`src/rtl/friet_c_lwc_dout_serializer.sv`:
```
// FRIET-C LWC output serializer: turns one cipher block into G_WIDTH-bit
// words, most significant word first, and raises dout_last on the final
// word of a message. Sits directly in front of the LWC output buffer.
//
// Optional feature macro: FRIET_C_LWC_DOUT_SERIALIZER_ZERO_PAD_EN
//   defined   -> bytes at index >= din_size are zeroed in every emitted word
//   undefined -> emitted words carry the raw latched block bytes
module friet_c_lwc_dout_serializer #(
  parameter int G_WIDTH       = 32,
  parameter int G_BLOCK_WIDTH = 128
) (
  input  logic                              clk,
  input  logic                              rst,
  input  logic [G_BLOCK_WIDTH-1:0]          din,
  input  logic [$clog2(G_BLOCK_WIDTH/8):0]  din_size,
  input  logic                              din_last,
  input  logic                              din_valid,
  output logic                              din_ready,
  output logic [G_WIDTH-1:0]                dout,
  output logic                              dout_last,
  output logic                              dout_valid,
  input  logic                              dout_ready
);

  localparam int NW  = G_BLOCK_WIDTH / G_WIDTH;
  localparam int BPW = G_WIDTH / 8;
  localparam int NB  = G_BLOCK_WIDTH / 8;
  localparam int CW  = (NW > 1) ? $clog2(NW) : 1;
  localparam int SW  = $clog2(NB) + 1;

  typedef enum logic {
    S_IDLE,
    S_SEND
  } state_t;

  state_t                   state_q;
  state_t                   state_d;
  logic [CW-1:0]            cnt_q;
  logic [CW-1:0]            last_idx_q;
  logic [CW-1:0]            last_idx_d;
  logic [G_BLOCK_WIDTH-1:0] block_q;
  logic [G_BLOCK_WIDTH-1:0] din_load;
  logic                     last_q;
  logic [SW-1:0]            size_c;
  logic                     word_final;
  logic                     load;
  logic                     advance;
  logic                     clear;

  // An oversized din_size is clamped to a full block.
  assign size_c = (din_size > SW'(NB)) ? SW'(NB) : din_size;

  // Index of the last word to emit: ceil(size/BPW) - 1.
  assign last_idx_d = CW'((size_c - SW'(1)) / SW'(BPW));

  assign word_final = (cnt_q == last_idx_q);

`ifdef FRIET_C_LWC_DOUT_SERIALIZER_ZERO_PAD_EN
  // Zero the bytes beyond din_size before they are stored, so every word
  // that later leaves the shift register is already masked.
  always_comb begin
    din_load = din;
    for (int i = 0; i < NB; i++) begin
      if (i >= int'(size_c)) begin
        din_load[G_BLOCK_WIDTH-1-8*i -: 8] = 8'h00;
      end
    end
  end
`else
  assign din_load = din;
`endif

  // Next-state and handshake decode; a final-word handshake may reload a
  // new block in the same cycle so consecutive blocks leave with no bubble.
  always_comb begin
    state_d    = state_q;
    load       = 1'b0;
    advance    = 1'b0;
    clear      = 1'b0;
    din_ready  = 1'b0;
    dout_valid = 1'b0;
    case (state_q)
      S_IDLE: begin
        din_ready = 1'b1;
        if (din_valid && (size_c != '0)) begin
          load    = 1'b1;
          state_d = S_SEND;
        end
      end
      S_SEND: begin
        dout_valid = 1'b1;
        din_ready  = dout_ready && word_final;
        if (dout_ready) begin
          if (word_final) begin
            if (din_valid && (size_c != '0)) begin
              load = 1'b1;
            end else begin
              clear   = 1'b1;
              state_d = S_IDLE;
            end
          end else begin
            advance = 1'b1;
          end
        end
      end
      default: state_d = S_IDLE;
    endcase
    if (rst) begin
      din_ready = 1'b0;
    end
  end

  // Output word is the top of the shift register, forced to zero when idle.
  always_comb begin
    dout      = '0;
    dout_last = 1'b0;
    if (state_q == S_SEND) begin
      dout      = block_q[G_BLOCK_WIDTH-1 -: G_WIDTH];
      dout_last = last_q && word_final;
    end
  end

  // State register.
  always_ff @(posedge clk or posedge rst) begin
    if (rst) begin
      state_q <= S_IDLE;
    end else begin
      state_q <= state_d;
    end
  end

  // Block storage shifts one word up per handshake; the counter tracks
  // which word is on dout so the last word of the block can be found.
  always_ff @(posedge clk or posedge rst) begin
    if (rst) begin
      block_q    <= '0;
      last_q     <= 1'b0;
      last_idx_q <= '0;
      cnt_q      <= '0;
    end else if (load) begin
      block_q    <= din_load;
      last_q     <= din_last;
      last_idx_q <= last_idx_d;
      cnt_q      <= '0;
    end else if (advance) begin
      block_q    <= block_q << G_WIDTH;
      cnt_q      <= cnt_q + CW'(1);
    end else if (clear) begin
      cnt_q      <= '0;
    end
  end

endmodule

```
`config.mk`:
```
export PLATFORM = sky130hd
export DESIGN_NAME = friet_c_lwc_dout_serializer
export DESIGN_NICKNAME = d
export VERILOG_FILES = /design/src/rtl/friet_c_lwc_dout_serializer.sv
export SDC_FILE = /design/constraint.sdc
export NUM_CORES = 1
export LEC_CHECK = 0
export CORE_MARGIN = 2
export CORE_UTILIZATION = 33
export DETAILED_ROUTE_END_ITERATION = 7
export GPL_ROUTABILITY_DRIVEN = 0
export HOLD_SLACK_MARGIN = 0.03
export PLACE_DENSITY = 0.65
export REMOVE_ABC_BUFFERS = 1
export SYNTH_ARGS = -nofsm -noshare
export SYNTH_HDL_FRONTEND = slang
export SYNTH_SLANG_ARGS = --single-unit
```
`constraint.sdc`:
```
create_clock -name clk -period 13.25 [get_ports clk]
set_clock_uncertainty 0.2 [all_clocks]
set_input_delay 2.65 -clock clk [delete_from_list [all_inputs] [get_ports clk]]
set_output_delay 2.65 -clock clk [all_outputs]
set_load 0.05 [all_outputs]
```
==> out/metrics.csv <==
stage,metric,value,unit
setup_path,reg2reg end,block_q[110],
setup_path,kind of critical path,in -> out,
setup_path,Max stage delay on crit path,0.79,ns
detailed_routing,DR vias/cell,4.518,
power,Worst VDD drop,0.1581,mV
detailed_routing,Max Used Layer,met4,
detailed_routing,DR iter-0 viols,120,
hold_path,HP Class,reg -> reg,
floorplanning,Core Area,20960,sq um
synthesis,fraction of the mapped netlist area in simple logic gates,5.671,%
synthesis,adder-cell area share of the yosys netlist,0,%
global_route,Tot GR Track Use,13.93,%
sta,setup TNS,0,ns
global_route,initial antenna violation count,0,
final_layout,layout cells sized above 1,29.97,%
detailed_routing,WL met3,692,um
global_route,number of global-route vias before repair,4843,
clocking,clk slew on worst S/H paths,0.05,ns
detailed_routing,Routed wire per std cell,15.77,um
sta,headroom to the max-slew limit,28.45,%
final_layout,"commonest non-fill, non-tap cell in the layout",clkdlybuf4s50_1,
detailed_routing,DRC,0,
setup_path,CP cell instances,clkdlybuf4s50_1 -> inv_6 -> and2_1 -> clkdlybuf4s50_1,
detailed_routing,DRT met1 WL,6843,um
power,Logic pwr share,52.3,%
setup_path,startpoint type of the worst setup path,input pin,
synthesis,XOR/XNOR Fraction of Synth Area,0.4622,%
synthesis,synthesis-stage register bit count,134,
floorplanning,initial cell density of the core,33.59,%
global_route,total gr overflow,0,
synthesis,Cell variety after synth,32,
detailed_routing,routed wire length,15290,um
clocking,Sink Count,134,
setup_path,CP required,10.40,ns
floorplanning,DIE WIDTH,150.0,um
setup_path,r2r worst-path depth,4,
floorplanning,die height,150.0,um
power,internal power,1645,uW
placed_design,post-DP HPWL,10170,um
power,PwrDens,268.0,nW/um^2
sta,RSZ-0062 raised after global routing,no,
detailed_routing,met2 wire length,7606,um
clocking,clk_lat worst skew,0.40,ns
power,Flop pwr share,27.6,%
clocking,clock buffer count from CTS,17,
sta,Worst-Margin Slew,1.073,ns
power,Pwr Total,2550,uW
clocking,post-CTS resize count,0,
final_layout,area delta synth->final,35.24,%
floorplanning,num rows,53,
placed_design,I/O Buffers,172,
sta,Slew Limit Fails,0,
synthesis,Mapped Avg Cell Area,13.56,sq um
detailed_routing,drt pass-1 iters,4,
setup_path,CP Capture Point,din_ready,
synthesis,post-synthesis mux area share,39.00,%
final_layout,# fillers,1950,
setup_path,Crit path top cell by count,clkdlybuf4s50_1,
sta,Tmin final,7.556,ns
power,LEAKAGE,0.004555,uW
power,Clock power frac,20.0,%
sta,Tcrit/Tclk final,57.03,%
final_layout,most frequent cells in the layout,"clkdlybuf4s50_1 (172), dfrtp_1 (134), mux2_2 (100)",
power,net switching power,905.3,uW
run,Max-Cap Viols,0,
global_route,wire length of the first global-routing pass,24430,um
clocking,CTS Buffer Depth,2,
clocking,# hold bufs at CTS,0,
clocking,H-Tree Depth,4,
detailed_routing,via count,4378,
sta,"Hold Vio Cnt, Final",0,
floorplanning,# IOs,173,
global_route,largest net degree at the start of global routing,75,
synthesis,largest family of logic cells by synthesized area,multiplexers,
synthesis,Mapped Area,7038,sq um
final_layout,Diodes inserted,0,
floorplanning,Die Area,22510,sq um
clocking,Root Driver,clkbuf_16,
power,Sw Share,35.50,%
clocking,CTS tree,yes,
sta,endpoints failing setup,0,
synthesis,Yosys warnings,0,
setup_path,CP endpoint kind,output pin,
final_layout,Final #Nets,820,
setup_path,"Max FO, Critical Path",74,
sta,FMAX,132.3,MHz
setup_path,CP max stage cell,clkdlybuf4s50_1,
setup_path,R2R Setup Slk,9.61,ns
setup_path,CP Launch Point,rst,
outcome,run status,"finished, final reports clean",
clocking,setup repair bufs after CTS,0,
synthesis,"Seq/Total Area, Yosys",47.64,%
synthesis,Compound-Gate Fraction of Synth Area,1.387,%
setup_path,Worst EP arrival,4.71,ns
setup_path,Crit Reg-Reg Startpoint,state_q,
detailed_routing,antenna-violating nets left,0,
synthesis,Post-Synthesis Cells,519,
[cell type report]
class,count,area (sq um),share of cell area [%]
Timing Repair Buffer,177,1759,18.48
Clock inverter,13,206.4,2.169
Clock buffer,18,429.2,4.509
Inverter,35,136.4,1.433
Sequential cell,134,3353,35.23
Multi-Input combinational cell,317,3289,34.56
Tap cell,275,344.1,3.615
[stage by stage]
stage	cells	hold WS (ns)	area (sq um)	utilization (%)	setup slack [ns]
floorplan	486	0.2650	6759	-	4.275
global placement	938	0.2783	8882	42.39	5.688
detailed placement	938	0.2978	8882	42.39	5.664
CTS	969	0.3121	9518	45.42	5.663
global route	969	0.3422	9518	45.42	5.542
finish	969	0.3089	9518	45.42	5.694
[per-layer routing]
metal / up-vias / global-route usage (%)
met3: 11 / 3.445
met4: 0 / 3.302
li1: 2101 / -
met5: - / 0
met1: 2164 / 17.58
met2: 102 / 24.02
[synthesized netlist by cell type]
library cell	count	area, sq um
o31ai_4	1	21.27
nand3_1	1	5.000
nand2_1	36	135.1
buf_2	10	50.05
nand3b_1	1	7.510
or3_1	2	12.51
dfrtp_1	134	3353
nor2b_1	1	6.260
a22o_1	1	8.760
buf_6	11	123.9
mux2_1	30	337.8
a21oi_1	1	5.000
clkbuf_1	6	22.52
o2bb2ai_1	1	8.760
mux2i_1	32	320.3
buf_4	1	7.510
inv_1	35	131.4
mux2_2	100	1126
xor2_2	2	32.53
mux2_4	64	960.9
or4_4	1	11.26
o21ai_0	2	10.01
nor3_1	1	5.000
a31oi_1	1	6.260
and2_1	33	206.5
buf_8	5	75.07
o21bai_2	1	11.26
o21ba_2	1	10.01
o211ai_1	1	7.510
nand2b_1	1	6.260
nor2_1	1	3.750
o21ai_2	1	8.760
[state kept, by name, summed over array words and instances (netlist names)]
signal      cells
block_q       128
cnt_q           2
last_idx_q      2
last_q          1
state_q         1
[worst min-delay path by stage]
stage,startpoint,end,slack (ns),cells past startpoint
floorplan,last_q,last_q,0.26,1
global placement,last_q,last_q,0.28,1
detailed placement,last_q,last_q,0.30,1
CTS,last_q,last_q,0.31,1
global route,block_q[10],block_q[10],0.34,2
finish,last_q,last_q,0.31,1
[power groups by stage]
stage / registers (uW) / clock network, uW / logic [uW]
after global placement: 698 / 0 / 1310
after floorplan: 685 / 0 / 1130
after detailed placement: 714 / 0 / 1350
after CTS: 706 / 529 / 1360
after global routing: 730 / 547 / 1430
final: 705 / 511 / 1340
[cell families (layout without fill, tap and decap cells)]
| family | count (synthesis) | after routing |
|---|---|---|
| flops | 134 | 134 |
| xor+xnor | 2 | 2 |
| buf+inv | 68 | 243 |
| mux | 226 | 226 |
| simple gates | 78 | 78 |
| compound gates | 11 | 11 |
[critical path, delay by kind of cell]
family,cells,cell delay (ns)
simple gates,1,0.22
buf+inv,3,1.74
Note: power is estimated with default switching activity, not from simulation.
